[config.mk]
export PLATFORM = sky130hd
export DESIGN_NAME = alu_result_stage
export DESIGN_NICKNAME = d
export VERILOG_FILES = /design/src/rtl/alu_pkg.sv /design/src/rtl/alu_skid_buf.sv /design/src/rtl/alu_result_stage.sv
export SDC_FILE = /design/constraint.sdc
export NUM_CORES = 1
export LEC_CHECK = 0
export BUFFER_PORTS_ARGS = -buffer_cell sky130_fd_sc_hd__buf_2
export CAP_MARGIN = 20
export CORE_ASPECT_RATIO = 1.5
export CORE_UTILIZATION = 60
export CTS_CLUSTER_SIZE = 12
export DETAILED_ROUTE_END_ITERATION = 10
export PLACE_DENSITY = 0.88
export SETUP_SLACK_MARGIN = 0.4
export SLEW_MARGIN = 20
export SYNTH_ARGS = -nofsm -noshare
export SYNTH_HDL_FRONTEND = slang
export SYNTH_HIERARCHICAL = 1
export SYNTH_SLANG_ARGS = --single-unit
[constraint.sdc]
create_clock -name clk -period 5.4 [get_ports clk]
set_clock_uncertainty 0.05 [all_clocks]
set_input_delay 0.27 -clock clk [delete_from_list [all_inputs] [get_ports clk]]
set_output_delay 0.27 -clock clk [all_outputs]
set_load 0.01 [all_outputs]
[src/rtl/alu_pkg.sv]
// Shared types and constants for the ALU result stage: shift selector,
// buffered result entry layout and the fixed left-shift amount.
package alu_pkg;

   localparam int ALU_N   = 16;
   localparam int SLL_AMT = 8;

   typedef enum logic [1:0] {
      SH_NONE = 2'b00,
      SH_SLL8 = 2'b01,
      SH_SRA1 = 2'b10,
      SH_RSVD = 2'b11
   } shift_e;

   // Field order matches the flat {data, n, z, ov} packing used by the top level.
   typedef struct packed {
      logic [ALU_N-1:0] data;
      logic             n;
      logic             z;
      logic             ov;
   } res_entry_t;

endpackage

[src/rtl/alu_skid_buf.sv]
// Two-entry FIFO skid buffer with registered in_ready and out_valid.
// The head entry is read straight out of storage so out_* only move on a pop.
module alu_skid_buf #(
   parameter int W = 19
) (
   input  logic         clk,
   input  logic         rst,
   input  logic         in_valid,
   output logic         in_ready,
   input  logic [W-1:0] in_data,
   output logic         out_valid,
   input  logic         out_ready,
   output logic [W-1:0] out_data
);

   logic [W-1:0] r_mem [2];
   logic         r_wr_ptr;
   logic         r_rd_ptr;
   logic [1:0]   r_count;
   logic         r_in_ready;
   logic         r_out_valid;
   logic         w_push;
   logic         w_pop;
   logic [1:0]   w_count_next;

   assign w_push    = in_valid & r_in_ready;
   assign w_pop     = r_out_valid & out_ready;
   assign in_ready  = r_in_ready;
   assign out_valid = r_out_valid;
   assign out_data  = r_mem[r_rd_ptr];

   // Occupancy after this cycle's push/pop.
   always_comb begin
      w_count_next = r_count;
      case ({w_push, w_pop})
         2'b10:   w_count_next = r_count + 2'd1;
         2'b01:   w_count_next = r_count - 2'd1;
         default: w_count_next = r_count;
      endcase
   end

   // Storage, pointers and handshake registers.
   always_ff @(posedge clk or posedge rst) begin
      if (rst) begin
         for (int i = 0; i < 2; i++) r_mem[i] <= '0;
         r_wr_ptr    <= 1'b0;
         r_rd_ptr    <= 1'b0;
         r_count     <= 2'd0;
         r_in_ready  <= 1'b1;
         r_out_valid <= 1'b0;
      end else begin
         if (w_push) begin
            r_mem[r_wr_ptr] <= in_data;
            r_wr_ptr        <= ~r_wr_ptr;
         end
         if (w_pop) begin
            r_rd_ptr <= ~r_rd_ptr;
         end
         r_count     <= w_count_next;
         r_in_ready  <= (w_count_next < 2'd2);
         r_out_valid <= (w_count_next != 2'd0);
      end
   end

endmodule

[src/rtl/alu_result_stage.sv]
// Post-ALU stage: optional saturation, shifter, N/Z flags, skid buffer and overflow tracker.
// Optional feature macro: ALU_RESULT_SAT_EN (saturate wrapped results on overflow).
module alu_result_stage
   import alu_pkg::*;
#(
   parameter int N    = 16,
   parameter int CNTW = 8
) (
   input  logic            clk,
   input  logic            rst,
   input  logic            in_valid,
   output logic            in_ready,
   input  logic [N-1:0]    func,
   input  logic            ovflag,
   input  logic [1:0]      shift,
   output logic            out_valid,
   input  logic            out_ready,
   output logic [N-1:0]    out_data,
   output logic            out_n,
   output logic            out_z,
   output logic            out_ov,
   input  logic            ov_clear,
   output logic            ov_sticky,
   output logic [CNTW-1:0] ov_count
);

   localparam int EW = N + 3;

   shift_e          w_shift;
   logic [N-1:0]    w_src;
   logic [N-1:0]    w_shifted;
   logic [EW-1:0]   w_entry;
   logic [EW-1:0]   w_head;
   logic            w_acc_ov;
   logic [CNTW-1:0] w_cnt_next;
   logic            w_sticky_next;
   logic [CNTW-1:0] r_ov_count;
   logic            r_ov_sticky;

   assign w_shift = shift_e'(shift);

`ifdef ALU_RESULT_SAT_EN
   // Wrapped sum saturates toward the sign the true result would have had.
   always_comb begin
      w_src = func;
      if (ovflag) begin
         if (func[N-1]) w_src = {1'b0, {(N-1){1'b1}}};
         else           w_src = {1'b1, {(N-1){1'b0}}};
      end else begin
         w_src = func;
      end
   end
`else
   assign w_src = func;
`endif

   // Post-ALU shifter; the reserved encoding behaves as no shift.
   always_comb begin
      w_shifted = w_src;
      case (w_shift)
         SH_SLL8: w_shifted = {w_src[N-1-SLL_AMT:0], {SLL_AMT{1'b0}}};
         SH_SRA1: w_shifted = {w_src[N-1], w_src[N-1:1]};
         SH_NONE: w_shifted = w_src;
         default: w_shifted = w_src;
      endcase
   end

   assign w_entry = {w_shifted, w_shifted[N-1], (w_shifted == {N{1'b0}}), ovflag};

   alu_skid_buf #(.W(EW)) u_buf (
      .clk       (clk),
      .rst       (rst),
      .in_valid  (in_valid),
      .in_ready  (in_ready),
      .in_data   (w_entry),
      .out_valid (out_valid),
      .out_ready (out_ready),
      .out_data  (w_head)
   );

   assign out_data = w_head[EW-1:3];
   assign out_n    = w_head[2];
   assign out_z    = w_head[1];
   assign out_ov   = w_head[0];

   assign w_acc_ov = in_valid & in_ready & ovflag;

   // Clear first, then count, so a simultaneous clear and overflow leaves a count of one.
   always_comb begin
      w_cnt_next    = r_ov_count;
      w_sticky_next = r_ov_sticky;
      if (ov_clear) begin
         w_cnt_next    = {CNTW{1'b0}};
         w_sticky_next = 1'b0;
      end else begin
         w_cnt_next    = r_ov_count;
         w_sticky_next = r_ov_sticky;
      end
      if (w_acc_ov) begin
         w_sticky_next = 1'b1;
         if (w_cnt_next != {CNTW{1'b1}}) w_cnt_next = w_cnt_next + {{(CNTW-1){1'b0}}, 1'b1};
         else                            w_cnt_next = w_cnt_next;
      end else begin
         w_sticky_next = w_sticky_next;
      end
   end

   // Overflow tracker registers.
   always_ff @(posedge clk or posedge rst) begin
      if (rst) begin
         r_ov_count  <= {CNTW{1'b0}};
         r_ov_sticky <= 1'b0;
      end else begin
         r_ov_count  <= w_cnt_next;
         r_ov_sticky <= w_sticky_next;
      end
   end

   assign ov_count  = r_ov_count;
   assign ov_sticky = r_ov_sticky;

endmodule

==> flow_summary.ini <==
[pwr]
switching_share = 0.336
clkPwrFrac = 0.143
power_switching_mw = 0.518
p_leak_nw = 1.59
powerDensity_nw_per_um2 = 481
p_comb_frac = 0.420
internal-power_mw = 1.03
power_mw = 1.54
vdd_drop_max_mv = 0.310
power_frac_seq = 0.437

[route]
highest_layer = met4
finalWirelength_microns = 5530
wl_per_cell_microns = 15.8
drt-initial-drc-count = 85
met2_length_microns = 2960
vias = 1965
first_pass_iters = 4
via_per_inst = 5.61
ant_nets = 0
drc = 0
met3WireLength_microns = 188
wl_met1_microns = 2290

[layout]
drive_above_1_share = 0.437
nFillCells = 349
layout_common_cells = buf_2 (53), dfrtp_1 (52), mux2_2 (39), nand2_1 (26), mux2_4 (19)
num-nets-final = 313
syn2layout_area_growth_pct = 11.9
n_antenna_cell = 0
final_common_cell = buf_2
instances_no_fill = 350

[setup_path]
worstSetupPathType = primary input to flop
cp.arrival_ns = 2.63
max_stage_delay_ns = 0.80
path_cells = buf_2, inv_1, ha_1, o21ai_0, or4_1, nor4_2, mux2_2
end_kind = flop
crit_path_start_kind = primary input
path_max_fanout = 33
cpMaxStageDelayCell = ha_1
required_ns = 5.60

[logic_synthesis]
yosys_warnings = 6
avgSynthCellArea_sq_um = 12.2
synth_simple_gate_area_frac = 0.110
synth_fa_ha_area_frac = 0.0175
synth-xor-area-share = 0.0245
synth_edf_count = 0
synth_seq_cells = 53
synth_nets = 263
synth_mux_area_frac = 0.260
synthArstFlopShare = 1.00
seq_area_frac_synth = 0.463
synth-compound-area-share = 0.0799
netlist_instances = 235
synth_top_family_by_area = multiplexers
synthesis.area_sq_um = 2870
synth_cell_type_count = 38
synth_flop_cell = dfrtp_1

[placed_design]
detailedPlacementHpwl_microns = 4070
gp_congestion = 0.895
dpl.cell_count = 341
post-place-ws_ns = 2.69
port-buffer-count = 53

[grt]
grt_pass1_wl_microns = 9070
grtUsageTotal = 0.238
grt_pass1_vias = 1952
overflow = 0
grt_max_degree = 45
antenna_found_initial = 0

[clock_network]
cts_setup_buffers = 0
cts_resized = 0
cts_root_buf = clkbuf_8
clk_pin_slew_worst_paths_ns = 0.10
tritoncts = built
cts.sinks = 53
clkLatencyLatePin_ns = 0.31
cts.path.max_buffers = 2
ctsHtreeMaxLevel = 2
cts-buffers-inserted = 5

[run]
drv_cap = 0

[timing]
fin_tns_setup_ns = 0
holdWs_ns = 0.187
hold_violations = 0
max_freq_mhz = 411
slew_headroom = 0.412
finalMaxSlewViolations = 0
setup_slack_ns = 2.97
setup_viol = 0
tightestPinTransition_ns = 0.882
period_minus_slack_ns = 2.43
finalCritPeriodShare = 0.451
rsz0062_at_grt = false

[status]
status = finished clean

[die]
rows = 30
initial_core_util = 0.631
die_x_microns = 58.4
design.die.area_sq_um = 5060
io-pin-count = 54
core_region_area_sq_um = 4540
die_h_microns = 86.6

[min_path]
hold_class = primary input to flop
layout make-up:
cell class | count | area [sq um] | share of cell area
multi-input cells | 164 | 1410 | 0.440
repair buffers | 55 | 283 | 0.0882
flip-flops and latches | 53 | 1330 | 0.414
clock inverters | 1 | 7.51 | 0.00234
inverters | 6 | 22.5 | 0.00702
clock buffers | 7 | 76.3 | 0.0238
well taps | 64 | 80.1 | 0.0250
worst paths after layout:
| path | start | to | slack (ns) | cells after the start |
|---|---|---|---|---|
| worst min-delay path | ovflag | u_buf/r_mem[0] | 0.19 | 2 |
| worst max register to register | ov_count[0] | ov_count[3] | 3.37 | 6 |
| min in group asynchronous | rst | ov_sticky | 0.40 | 3 |
| worst max-delay path | shift[0] | u_buf/r_mem[1] | 2.97 | 7 |
| max in group asynchronous | rst | u_buf/r_mem[15] | 4.31 | 4 |
| worst min register to register | u_buf/r_mem[7] | u_buf/r_mem[7] | 0.46 | 1 |
per-stage QoR:
step / utilization / instance area, sq um
2_1_floorplan: - / 2870
3_3_place_gp: 0.685 / 3110
3_5_place_dp: 0.685 / 3110
4_1_cts: 0.706 / 3210
5_1_grt: 0.706 / 3210
6_report: 0.706 / 3210
flip-flops by register name (all words and copies together), names as in the netlist:
name and cells:
u_buf/r_wr_ptr 1, u_buf/out_valid 1, ov_sticky 1, u_buf/r_mem 38
ov_count 8, u_buf/in_ready 1, u_buf/r_count 2, u_buf/r_rd_ptr 1
cell usage after synthesis (2+ instances only):
master     n  area, sq um
a211oi_1   3         22.5
a22o_1     2         17.5
a22oi_1    9         67.6
a31oi_1    2         12.5
and2_1     2         12.5
and4b_1    3         30.0
buf_2      3         15.0
buf_4      2         15.0
buf_6      5         56.3
dfrtp_1   52         1300
ha_1       4         50.1
inv_1      6         22.5
mux2_2    39          439
mux2_4    19          285
nand2_1   26         97.6
nand3b_1   2         15.0
nand4_1    2         12.5
nor2_1     5         18.8
nor2b_1    6         37.5
nor4_2     2         25.0
o21ai_0   10         50.1
o21ai_1    5         25.0
o31ai_1    2         15.0
or4_1      4         30.0
xnor2_1    5         43.8
xor2_1     3         26.3
layer usage:
layer  up-vias  track usage
li1        932            -
met4         0       0.0823
met2        56        0.426
met3         8       0.0403
met5         -            0
met1       969        0.285
worst max-delay path: cells and delay by family:
kind / cells / cell delay (ns)
AO/OA/AOI/OAI: 1 / 0.33
adder cells (fa/ha/maj): 1 / 0.80
buffers and inverters: 2 / 0.13
multiplexers: 1 / 0.20
AND/OR/NAND/NOR: 2 / 0.91
logic make-up (layout without fill, tap and decap cells):
family                     after synthesis  in the layout
adders and majority gates                4              4
xor gates and xnor gates                 8              8
muxes                                   60             60
buffers and inverters                   18             69
AOI/OAI and AO/OA                       35             35
DFF                                     53             53
and+or+nand+nor                         57             57
power groups by stage:
stage / logic (mW) / registers (mW) / clock network [mW]
CTS: 0.657 / 0.676 / 0.224
global placement: 0.636 / 0.671 / 0
detailed placement: 0.654 / 0.679 / 0
finish: 0.649 / 0.675 / 0.220
global route: 0.698 / 0.695 / 0.240
floorplan: 0.521 / 0.628 / 0
repair_timing:
item / CTS / global route
endpoints found under the setup margin: 0 / 0
hold buffers: 1 / 0
hold endpoints to repair: 9 / 0
No activity file was read; power rests on OpenSTA's default activity.
